==> src/rtl/ring_stop_mc.sv <==
// ring_stop_mc: one stop of the request ring; ejects hits, forwards traffic, injects local
// requests round-robin into free slots. Define RING_STOP_STATS_EN for the activity counters.
package ring_stop_mc_pkg;
    typedef logic [3:0] t_opcode;

    typedef struct packed {
        t_opcode     opcode;
        logic [31:0] addr;
        logic [31:0] data;
    } t_req_payload;
endpackage

module ring_stop_mc
    import ring_stop_mc_pkg::*;
#(
    parameter  int unsigned NUM_CH     = 4,
    parameter  int unsigned FIFO_DEPTH = 4,
    parameter  int unsigned CORE_ID_W  = 8,
    localparam int unsigned CH_W       = (NUM_CH > 1) ? $clog2(NUM_CH) : 1,
    localparam int unsigned REQ_W      = CORE_ID_W + CH_W
) (
    input  logic                    QClk,
    input  logic                    RstQnnnL,
    input  logic [CORE_ID_W-1:0]    CoreID,
    input  logic                    RingInValid,
    input  logic [REQ_W-1:0]        RingInRequestor,
    input  t_opcode                 RingInOpcode,
    input  logic [31:0]             RingInAddress,
    input  logic [31:0]             RingInData,
    output logic                    RingOutValid,
    output logic [REQ_W-1:0]        RingOutRequestor,
    output t_opcode                 RingOutOpcode,
    output logic [31:0]             RingOutAddress,
    output logic [31:0]             RingOutData,
    input  logic [NUM_CH-1:0]       LocReqValid,
    output logic [NUM_CH-1:0]       LocReqReady,
    input  t_opcode [NUM_CH-1:0]    LocReqOpcode,
    input  logic [NUM_CH-1:0][31:0] LocReqAddress,
    input  logic [NUM_CH-1:0][31:0] LocReqData,
    output logic                    EjectValid,
    input  logic                    EjectReady,
    output logic [REQ_W-1:0]        EjectRequestor,
    output t_opcode                 EjectOpcode,
    output logic [31:0]             EjectAddress,
    output logic [31:0]             EjectData
`ifdef RING_STOP_STATS_EN
    ,
    output logic [31:0]             StatInjCnt,
    output logic [31:0]             StatEjCnt,
    output logic [31:0]             StatBounceCnt
`endif
);

    localparam int unsigned PTR_W = $clog2(FIFO_DEPTH);
    localparam int unsigned CNT_W = PTR_W + 1;

    t_req_payload                  r_mem [NUM_CH][FIFO_DEPTH];
    logic [NUM_CH-1:0][PTR_W-1:0]  r_wptr;
    logic [NUM_CH-1:0][PTR_W-1:0]  r_rptr;
    logic [NUM_CH-1:0][CNT_W-1:0]  r_cnt;
    logic [CH_W-1:0]               r_rr;

    logic                          r_out_valid;
    logic [REQ_W-1:0]              r_out_req;
    t_req_payload                  r_out_pl;
    logic                          r_ej_valid;
    logic [REQ_W-1:0]              r_ej_req;
    t_req_payload                  r_ej_pl;

    logic [NUM_CH-1:0]             w_full;
    logic [NUM_CH-1:0]             w_nonempty;
    logic [NUM_CH-1:0]             w_push;
    logic [NUM_CH-1:0]             w_pop;
    logic                          w_hit;
    logic                          w_ej_ok;
    logic                          w_eject;
    logic                          w_bounce;
    logic                          w_slot_free;
    logic                          w_gnt_valid;
    logic [CH_W-1:0]               w_gnt_idx;
    logic                          w_inject;
    t_req_payload                  w_gnt_pl;
    t_req_payload                  w_ring_in_pl;

    function automatic logic [CH_W-1:0] wrap_idx(input int unsigned base, input int unsigned off);
        int unsigned s;
        s = base + off;
        if (s >= NUM_CH) s = s - NUM_CH;
        return CH_W'(s);
    endfunction

    // Per-channel FIFO status and enqueue qualification
    always_comb begin
        w_full     = '0;
        w_nonempty = '0;
        w_push     = '0;
        w_pop      = '0;
        for (int unsigned c = 0; c < NUM_CH; c++) begin
            w_full[c]     = (r_cnt[c] == CNT_W'(FIFO_DEPTH));
            w_nonempty[c] = (r_cnt[c] != '0);
            w_push[c]     = LocReqValid[c] && !w_full[c];
            w_pop[c]      = w_inject && (w_gnt_idx == CH_W'(c));
        end
    end

    assign LocReqReady = ~w_full;

    assign w_hit        = RingInValid && (RingInAddress[31 -: CORE_ID_W] == CoreID);
    assign w_ej_ok      = !r_ej_valid || EjectReady;
    assign w_eject      = w_hit && w_ej_ok;
    assign w_bounce     = w_hit && !w_ej_ok;
    assign w_slot_free  = !RingInValid || w_eject;
    assign w_inject     = w_slot_free && w_gnt_valid;
    assign w_ring_in_pl = '{opcode: RingInOpcode, addr: RingInAddress, data: RingInData};

    // Round-robin search: first non-empty channel at or after the pointer
    always_comb begin
        w_gnt_valid = 1'b0;
        w_gnt_idx   = '0;
        for (int unsigned i = 0; i < NUM_CH; i++) begin
            if (!w_gnt_valid && w_nonempty[wrap_idx(32'(r_rr), i)]) begin
                w_gnt_valid = 1'b1;
                w_gnt_idx   = wrap_idx(32'(r_rr), i);
            end
        end
    end

    assign w_gnt_pl = r_mem[w_gnt_idx][r_rptr[w_gnt_idx]];

    always_ff @(posedge QClk) begin
        if (!RstQnnnL) begin
            r_wptr <= '0;
            r_rptr <= '0;
            r_cnt  <= '0;
        end else begin
            for (int unsigned c = 0; c < NUM_CH; c++) begin
                if (w_push[c]) r_wptr[c] <= PTR_W'(r_wptr[c] + PTR_W'(1));
                if (w_pop[c])  r_rptr[c] <= PTR_W'(r_rptr[c] + PTR_W'(1));
                if (w_push[c] && !w_pop[c])      r_cnt[c] <= r_cnt[c] + CNT_W'(1);
                else if (!w_push[c] && w_pop[c]) r_cnt[c] <= r_cnt[c] - CNT_W'(1);
            end
        end
    end

    // Storage is left unreset; the pointers alone define validity
    always_ff @(posedge QClk) begin
        for (int unsigned c = 0; c < NUM_CH; c++) begin
            if (w_push[c]) begin
                r_mem[c][r_wptr[c]] <= '{opcode: LocReqOpcode[c],
                                         addr:   LocReqAddress[c],
                                         data:   LocReqData[c]};
            end
        end
    end

    always_ff @(posedge QClk) begin
        if (!RstQnnnL) begin
            r_out_valid <= 1'b0;
            r_out_req   <= '0;
            r_out_pl    <= '0;
            r_rr        <= '0;
        end else if (!w_slot_free) begin
            r_out_valid <= 1'b1;
            r_out_req   <= RingInRequestor;
            r_out_pl    <= w_ring_in_pl;
        end else if (w_inject) begin
            r_out_valid <= 1'b1;
            r_out_req   <= {CoreID, w_gnt_idx};
            r_out_pl    <= w_gnt_pl;
            r_rr        <= wrap_idx(32'(w_gnt_idx), 1);
        end else begin
            r_out_valid <= 1'b0;
        end
    end

    // Eject register holds until consumed; a same-cycle reload wins over the clear
    always_ff @(posedge QClk) begin
        if (!RstQnnnL) begin
            r_ej_valid <= 1'b0;
            r_ej_req   <= '0;
            r_ej_pl    <= '0;
        end else if (w_eject) begin
            r_ej_valid <= 1'b1;
            r_ej_req   <= RingInRequestor;
            r_ej_pl    <= w_ring_in_pl;
        end else if (EjectReady) begin
            r_ej_valid <= 1'b0;
        end
    end

    assign RingOutValid     = r_out_valid;
    assign RingOutRequestor = r_out_req;
    assign RingOutOpcode    = r_out_pl.opcode;
    assign RingOutAddress   = r_out_pl.addr;
    assign RingOutData      = r_out_pl.data;
    assign EjectValid       = r_ej_valid;
    assign EjectRequestor   = r_ej_req;
    assign EjectOpcode      = r_ej_pl.opcode;
    assign EjectAddress     = r_ej_pl.addr;
    assign EjectData        = r_ej_pl.data;

`ifdef RING_STOP_STATS_EN
    logic [31:0] r_inj_cnt;
    logic [31:0] r_ej_cnt;
    logic [31:0] r_bnc_cnt;

    function automatic logic [31:0] sat_inc(input logic [31:0] v);
        return (v == 32'hFFFF_FFFF) ? v : v + 32'd1;
    endfunction

    always_ff @(posedge QClk) begin
        if (!RstQnnnL) begin
            r_inj_cnt <= '0;
            r_ej_cnt  <= '0;
            r_bnc_cnt <= '0;
        end else begin
            if (w_inject) r_inj_cnt <= sat_inc(r_inj_cnt);
            if (w_eject)  r_ej_cnt  <= sat_inc(r_ej_cnt);
            if (w_bounce) r_bnc_cnt <= sat_inc(r_bnc_cnt);
        end
    end

    assign StatInjCnt    = r_inj_cnt;
    assign StatEjCnt     = r_ej_cnt;
    assign StatBounceCnt = r_bnc_cnt;
`endif

endmodule

==> config.mk <==
export PLATFORM = sky130hd
export DESIGN_NAME = ring_stop_mc
export DESIGN_NICKNAME = d
export VERILOG_FILES = /design/src/rtl/ring_stop_mc.sv
export SDC_FILE = /design/constraint.sdc
export NUM_CORES = 1
export LEC_CHECK = 0
export CAP_MARGIN = 25
export CORE_ASPECT_RATIO = 1.25
export CORE_UTILIZATION = 30
export DETAILED_ROUTE_END_ITERATION = 6
export SETUP_SLACK_MARGIN = 0.15
export SLEW_MARGIN = 20
export SYNTH_ARGS = -nofsm -noshare
export SYNTH_HDL_FRONTEND = slang
export SYNTH_SLANG_ARGS = --single-unit
==> constraint.sdc <==
create_clock -name QClk -period 3.6 [get_ports QClk]
set_clock_uncertainty 0.1 [all_clocks]
set_input_delay 0.54 -clock QClk [delete_from_list [all_inputs] [get_ports QClk]]
set_output_delay 0.54 -clock QClk [all_outputs]
set_load 0.01 [all_outputs]
==> out/results.ini, run 1 <==
[status]
status = complete, but fails checks
failed_checks = DRC

[critical_path]
crit_fanout = 34
worst_setup_path_end_kind = register
r2r_cells = 11
cp.depth = 11
critPathKind = register to register
cp_num_buf_inv = 3
cpLargestDelayFamily = compound AO/OA/AOI/OAI gates
reg2reg_slack_ps = 100
r2r_end = RingOutData[8]
crit_slowest_cell = mux4_4
required_ps = 4220
startpoint_type = register
crit_arrival_ps = 4120
timing.rr.start = r_cnt[2]
crit_chain = or3_4 -> a22o_1 -> or3_4 -> mux4_4 -> buf_12 -> buf_4 -> clkbuf_16 -> a221oi_1 -> a21oi_1 -> o22a_1 -> a21oi_1
slowest_delay_ps = 590

[timing]
hold_viol_final = 0
setup_tns_ps = 0
maxSlewHeadroom_pct = 48.6
max_freq_mhz = 286
setup_violations = 0
fin_crit_ps = 3500
maxSlewViolCount = 0
tightest_slew_ps = 762
hold_slack_ps = 174
rsz0062_at_grt = yes
fin_crit_sh_pct = 97.2

[worst_hold_path]
min_path_cells = 2
min_to = RingOutRequestor[7]
min_path_type = input port to register
min_from = RstQnnnL

[clocking]
cts-hold-fix-buffers = 0
clock_latency_ps = 780
cts_max_level = 4
cts_root_buffer = clkbuf_16
clock_path_buffers = 3
cts_tree = built
path_clk_slew_ps = 60
cts.sinks = 1276
cts_made_buffers = 133

[synth]
async_flop_share_pct = 0
ys_warn_count = 0
synth_edf_count = 1088
syn_inst = 3669
syn_avg_cell_area_um2 = 13.6
synthesis.area_mm2 = 0.0500
ys_ff_latch = 1276
yosys-top-cells-area = edfxtp_1 (65%), dfxtp_1 (7.5%), nand2_1 (5.6%)
synth_compound_area_share_pct = 13.3
synth_top_area_share_pct = 65.3
ys.flop_type = edfxtp_1
ys_types = 45
ys_seq_area_share_pct = 72.9
synth_fa_ha_area_share_pct = 0.660
yosys.area.top_type = edfxtp_1
syn_nets = 4059
synth_top_family_by_area = compound AO/OA/AOI/OAI gates
synthMuxAreaShare_pct = 3.13
netlist_top_cells_count = edfxtp_1 (1088), nand2_1 (751), a21oi_1 (466), clkbuf_1 (231), dfxtp_1 (188)
yosys.area_share.xor_xnor_pct = 0.490
yosys.area_share.simple_pct = 7.14
yosysMostFrequentCell = edfxtp_1

[pwr]
pwr-share-clk_pct = 22.3
combPwrFrac_pct = 47.7
power.leakage_uw = 0.0219
switching_share_pct = 40.8
internal_power_uw = 36800
power.density_mw_per_mm2 = 969
switching_power_uw = 25400
ir_drop_mv = 0.976
pwr-share-seq_pct = 30.1
power_uw = 62200

[die]
coreArea_mm2 = 0.166
dieArea_mm2 = 0.168
dieWidth_um = 367
start_util_pct = 30.2
num_rows = 167
die_h_um = 458
pin_count = 528

[drt]
drt-total-wl_um = 178000
routed_via_density = 5.24
drt_iter0_markers = 3343
dr.pass1.iters = 7
vias = 34409
wl_per_cell_um = 27.2
ant_nets = 0
drc = 1

[global_route]
grt_usage_pct = 20.1
antenna_found_initial = 36
grt_pass1_vias = 33964
grt_pass1_wl_um = 243000
grt_overflow_total = 0
grt_max_degree = 93

[cells_and_area]
nets = 4636
drive_above_1_share_pct = 11.2
num-fill-cells = 15547
final_core_util_pct = 38.7
area_growth_pct = 28.2
fin_cells = 6565
multi_input_area_mm2 = 0.0127
ff_latch_area_mm2 = 0.0364

[placed_design]
gp_congestion = 0.829
io_buffers = 527
dp_hpwl_um = 114000
dp_cells = 6292

[flow_run]
drv_cap = 0

worst max-delay path by stage:
stage                    endpoint              start
3_3_place_gp             r_cnt[5]  RingInAddress[25]
6_report           RingOutData[8]           r_cnt[2]
3_5_place_dp        EjectData[10]  RingInAddress[25]
5_1_grt        RingOutAddress[27]           r_cnt[2]
2_1_floorplan            r_cnt[8]           r_cnt[0]
4_1_cts          RingOutOpcode[3]            r_rr[1]
power by group through the flow:
| stage | clock network (uW) | registers (uW) | logic [uW] |
|---|---|---|---|
| 5_1_grt | 14600 | 18800 | 31700 |
| 6_report | 13800 | 18700 | 29600 |
| 2_1_floorplan | 0 | 19000 | 17300 |
| 3_3_place_gp | 0 | 18900 | 28300 |
| 4_1_cts | 14100 | 18700 | 28700 |
| 3_5_place_dp | 0 | 19000 | 28500 |
registers in the layout, indices dropped and copies added, names as in the netlist, 8 cells and up:
signal	count
r_rptr	8
r_wptr	8
EjectRequestor	10
r_cnt	12
EjectData	32
RingOutAddress	32
EjectAddress	32
RingOutData	32
r_mem	1088
RingOutRequestor	10
metrics by stage:
step | instance area [um^2] | setup slack, ps
after global placement | 59200 | -115
after detailed placement | 59200 | -139
after floorplan | 50000 | 176
after CTS | 63500 | 140
after global routing | 64100 | 44.3
final | 64100 | 99.8
worst register-to-register path: stages (launching register included):
cell and delay [ps]:
dfxtp_4 350, or3_4 400, a22o_1 210, or3_4 420, mux4_4 590, buf_12 190, buf_4 170, clkbuf_16 240
a221oi_1 280, a21oi_1 70, o22a_1 270, a21oi_1 140
placed cells by master (no fill, tap or decap), types with 15 or more instances in the layout:
cell,n
buf_12,62
a31oi_1,16
buf_4,125
dfxtp_1,186
clkbuf_16,147
a32oi_1,120
o22a_1,35
o21ai_0,68
clkinv_1,21
edfxtp_1,1088
mux2i_1,152
a221oi_2,28
ha_1,20
clkdlybuf4s50_1,526
and3_4,16
clkinv_2,15
a32o_1,16
nand3_1,54
inv_1,21
a21oi_1,460
a21boi_0,83
nand2_1,750
xnor2_1,24
and2_1,20
clkbuf_1,33
a221oi_1,108
o22a_2,17
cell families after synthesis:
group / count (synthesis)
compound gates: 997
xor+xnor: 28
fa+ha+maj: 24
buf+inv: 306
flops: 1276
mux: 154
simple gates: 884
cell type report:
class | instances | share of cell area [%]
Antenna cell | 12 | 0.0468
Clock buffer | 182 | 5.85
Clock inverter | 63 | 0.937
Inverter | 21 | 0.123
Multi-Input combinational cell | 2087 | 19.8
Sequential cell | 1276 | 56.8
Tap cell | 2197 | 4.29
Timing Repair Buffer | 727 | 12.1
timing repair:
action	CTS	global route
pin swaps	0	4
resized for setup	4	60
buffers inserted	0	7
gates cloned	0	9
endpoints found under the setup margin	44	58
layer usage:
| layer | part of all wire [%] | track usage, % | vias up |
|---|---|---|---|
| met1 | 39 | 24.8 | 17322 |
| met5 | 0.10 | 0 | - |
| li1 | - | - | 15089 |
| met3 | 8.1 | 4.77 | 330 |
| met4 | 4.1 | 8.91 | 32 |
| met2 | 49 | 33.5 | 1636 |
Power figures use the tool's default switching activity.
==> run 2: changes to the inputs <==
--- a/config.mk
+++ b/config.mk
@@ -7,8 +7,9 @@
 export LEC_CHECK = 0
 export CAP_MARGIN = 25
 export CORE_ASPECT_RATIO = 1.25
-export CORE_UTILIZATION = 30
+export CORE_UTILIZATION = 51
 export DETAILED_ROUTE_END_ITERATION = 6
+export PLACE_DENSITY = 0.76
 export SETUP_SLACK_MARGIN = 0.15
 export SLEW_MARGIN = 20
 export SYNTH_ARGS = -nofsm -noshare
==> run 2 against run 1 <==
The flow now finishes without violations. Combinational power fell by 3%. Via count increased by 0.92%. Utilization up 25 points. Design area decreased by 2.7%. Flip-flop and latch count unchanged. Wire length is 13% lower. Sequential share of layout area is 1.6 points higher. Clock-buffer cell count down 28. Final cell count shrank 15%. Critical path type unchanged. Largest cell class unchanged.
==> out/results.ini, run 2 (same netlist as run 1, synthesis figures left out) <==
[global_route]
grt_pass1_wl_um = 217000  ; was 243000 um
grt_usage_pct = 29.9  ; was 20.1%
antenna_found_initial = 25  ; was 36
grt_max_degree = 130  ; was 93
grt_overflow_total = 0  ; unchanged
grt_pass1_vias = 33872  ; was 33964

[worst_hold_path]
min_path_type = input port to register  ; unchanged

[cells_and_area]
drive_above_1_share_pct = 9.64  ; was 11.2%
layout_commonest_cell = edfxtp_1  ; unchanged
fin_cells = 5613  ; was 6565
nets = 4583  ; was 4636
area_growth_pct = 24.7  ; was 28.2%
final_cell_mix = edfxtp_1 (1088), nand2_1 (750), clkdlybuf4s50_1 (526)  ; unchanged
largest_reg_flops = 1088  ; unchanged
final_core_util_pct = 64.1  ; was 38.7%

[die]
start_util_pct = 51.4  ; was 30.2%
dieArea_mm2 = 0.0993  ; was 0.168 mm^2
coreArea_mm2 = 0.0974  ; was 0.166 mm^2
num_rows = 128  ; was 167
dieWidth_um = 282  ; was 367 um
pin_count = 528  ; unchanged
die_h_um = 352  ; was 458 um

[pwr]
power.density_mw_per_mm2 = 969  ; about the same
ir_drop_mv = 0.854  ; was 0.976 mV
power.leakage_uw = 0.0216  ; was 0.0219 uW

[clocking]
cts_made_buffers = 115  ; was 133
cts.sinks = 1276  ; unchanged
cts-hold-fix-buffers = 0  ; unchanged
clock_latency_ps = 720  ; was 780 ps
cts_tree = built  ; unchanged
path_clk_slew_ps = 60  ; about the same
cts_max_level = 3  ; was 4
clock_path_buffers = 3  ; unchanged
cts_root_buffer = clkbuf_16  ; unchanged

[drt]
drc = 0  ; was 1
vias = 34726  ; was 34409
routed_via_density = 6.19  ; was 5.24
wl_per_cell_um = 27.7  ; was 27.2 um
dr.pass1.iters = 6  ; was 7
drt_iter0_markers = 4371  ; was 3343
ant_nets = 0  ; unchanged
drt-total-wl_um = 155000  ; was 178000 um

[timing]
max_freq_mhz = 294  ; was 286 MHz
maxSlewHeadroom_pct = 42.2  ; was 48.6%
setup_violations = 0  ; unchanged
maxSlewViolCount = 0  ; unchanged
finalWorstSetupSlack_ps = 195  ; was 99.8 ps
setup_tns_ps = 0  ; unchanged
hold_viol_final = 0  ; unchanged
rsz0062_at_grt = yes  ; unchanged
fin_crit_sh_pct = 94.6  ; was 97.2%
tightest_slew_ps = 866  ; was 762 ps
fin_crit_ps = 3410  ; was 3500 ps

[critical_path]
critPathKind = register to register  ; unchanged
cp_num_buf_inv = 3  ; unchanged
crit_slowest_cell = mux4_4  ; unchanged
crit_fanout = 20  ; was 34
required_ps = 4110  ; was 4220 ps
crit_arrival_ps = 3910  ; was 4120 ps
startpoint_type = register  ; unchanged
crit_chain = or4b_1 -> o32ai_2 -> or3_4 -> mux4_4 -> buf_12 -> buf_12 -> clkbuf_16 -> a221oi_1 -> a21oi_1 -> o22a_1 -> a21oi_1  ; was or3_4 -> a22o_1 -> or3_4 -> mux4_4 -> buf_12 -> buf_4 -> clkbuf_16 -> a221oi_1 -> a21oi_1 -> o22a_1 -> a21oi_1
cpLargestDelayFamily = compound AO/OA/AOI/OAI gates  ; unchanged
slowest_delay_ps = 650  ; was 590 ps
worst_setup_path_end_kind = register  ; unchanged

[placed_design]
dp_slack_ps = -285  ; was -139 ps
io_buffers = 527  ; unchanged
dp_cells = 5361  ; was 6292
gp_congestion = 0.850  ; was 0.829
dp_hpwl_um = 94600  ; was 114000 um

[flow_run]
drv_cap = 0  ; unchanged

[status]
status = complete, no violations  ; was complete, but fails checks

[run 2: worst paths after layout]
kind	endpoint	from	depth (start not counted)	slack, ps
worst min register to register	EjectData[4]	EjectData[4]	2	360
worst min-delay path	RingOutAddress[10]	RstQnnnL	3	230
worst max register to register	RingOutAddress[22]	r_cnt[11]	11	190
worst max-delay path	RingOutAddress[22]	r_cnt[11]	11	190
[run 2: worst register-to-register path, delay by kind of cell, from the launching register on]
kind | cells | cell delay, ps
simple gates | 2 | 800
buf+inv | 3 | 530
mux | 1 | 650
compound gates | 5 | 910
flops | 1 | 340
[run 2: timing repair]
action                     CTS  global route
pin swaps                    1             3
resized for setup            8            29
gates cloned                 1             7
buffers inserted             2             5
setup endpoints to repair   24            50
[run 2: cell type report]
class                      instances  area, um^2
clock inverter                    66         948
multi-input combinational       2087       12600
tap                             1300        1630
clock buffer                     154        3150
antenna                           17        42.5
fill                            7032       35000
sequential                      1276       36400
timing repair buffer             692        7500
inverter                          21        78.8
[run 2: report_power, final]
part	internal, uW	total, uW	switching [uW]
clock	7630	13200	5540
sequential	18000	18700	708
combinational	10800	28600	17800
[run 2: through the flow]
stage               instance area, um^2  total power (uW)  hold WS, ps
finish                            62400             60400          227
global route                      62400             63000          231
CTS                               62000             59400          200
detailed placement                57800             46000          354
global placement                  57800             45500          348
floorplan                         50000             36400          378
[run 2: metal layers]
metal	GRT usage (%)	share of wire, %	vias up
met4	12.6	4.2	14
met2	51.2	50	2142
met5	0	0.058	-
met3	5.69	9.7	415
li1	-	-	14981
met1	37.0	36	17174
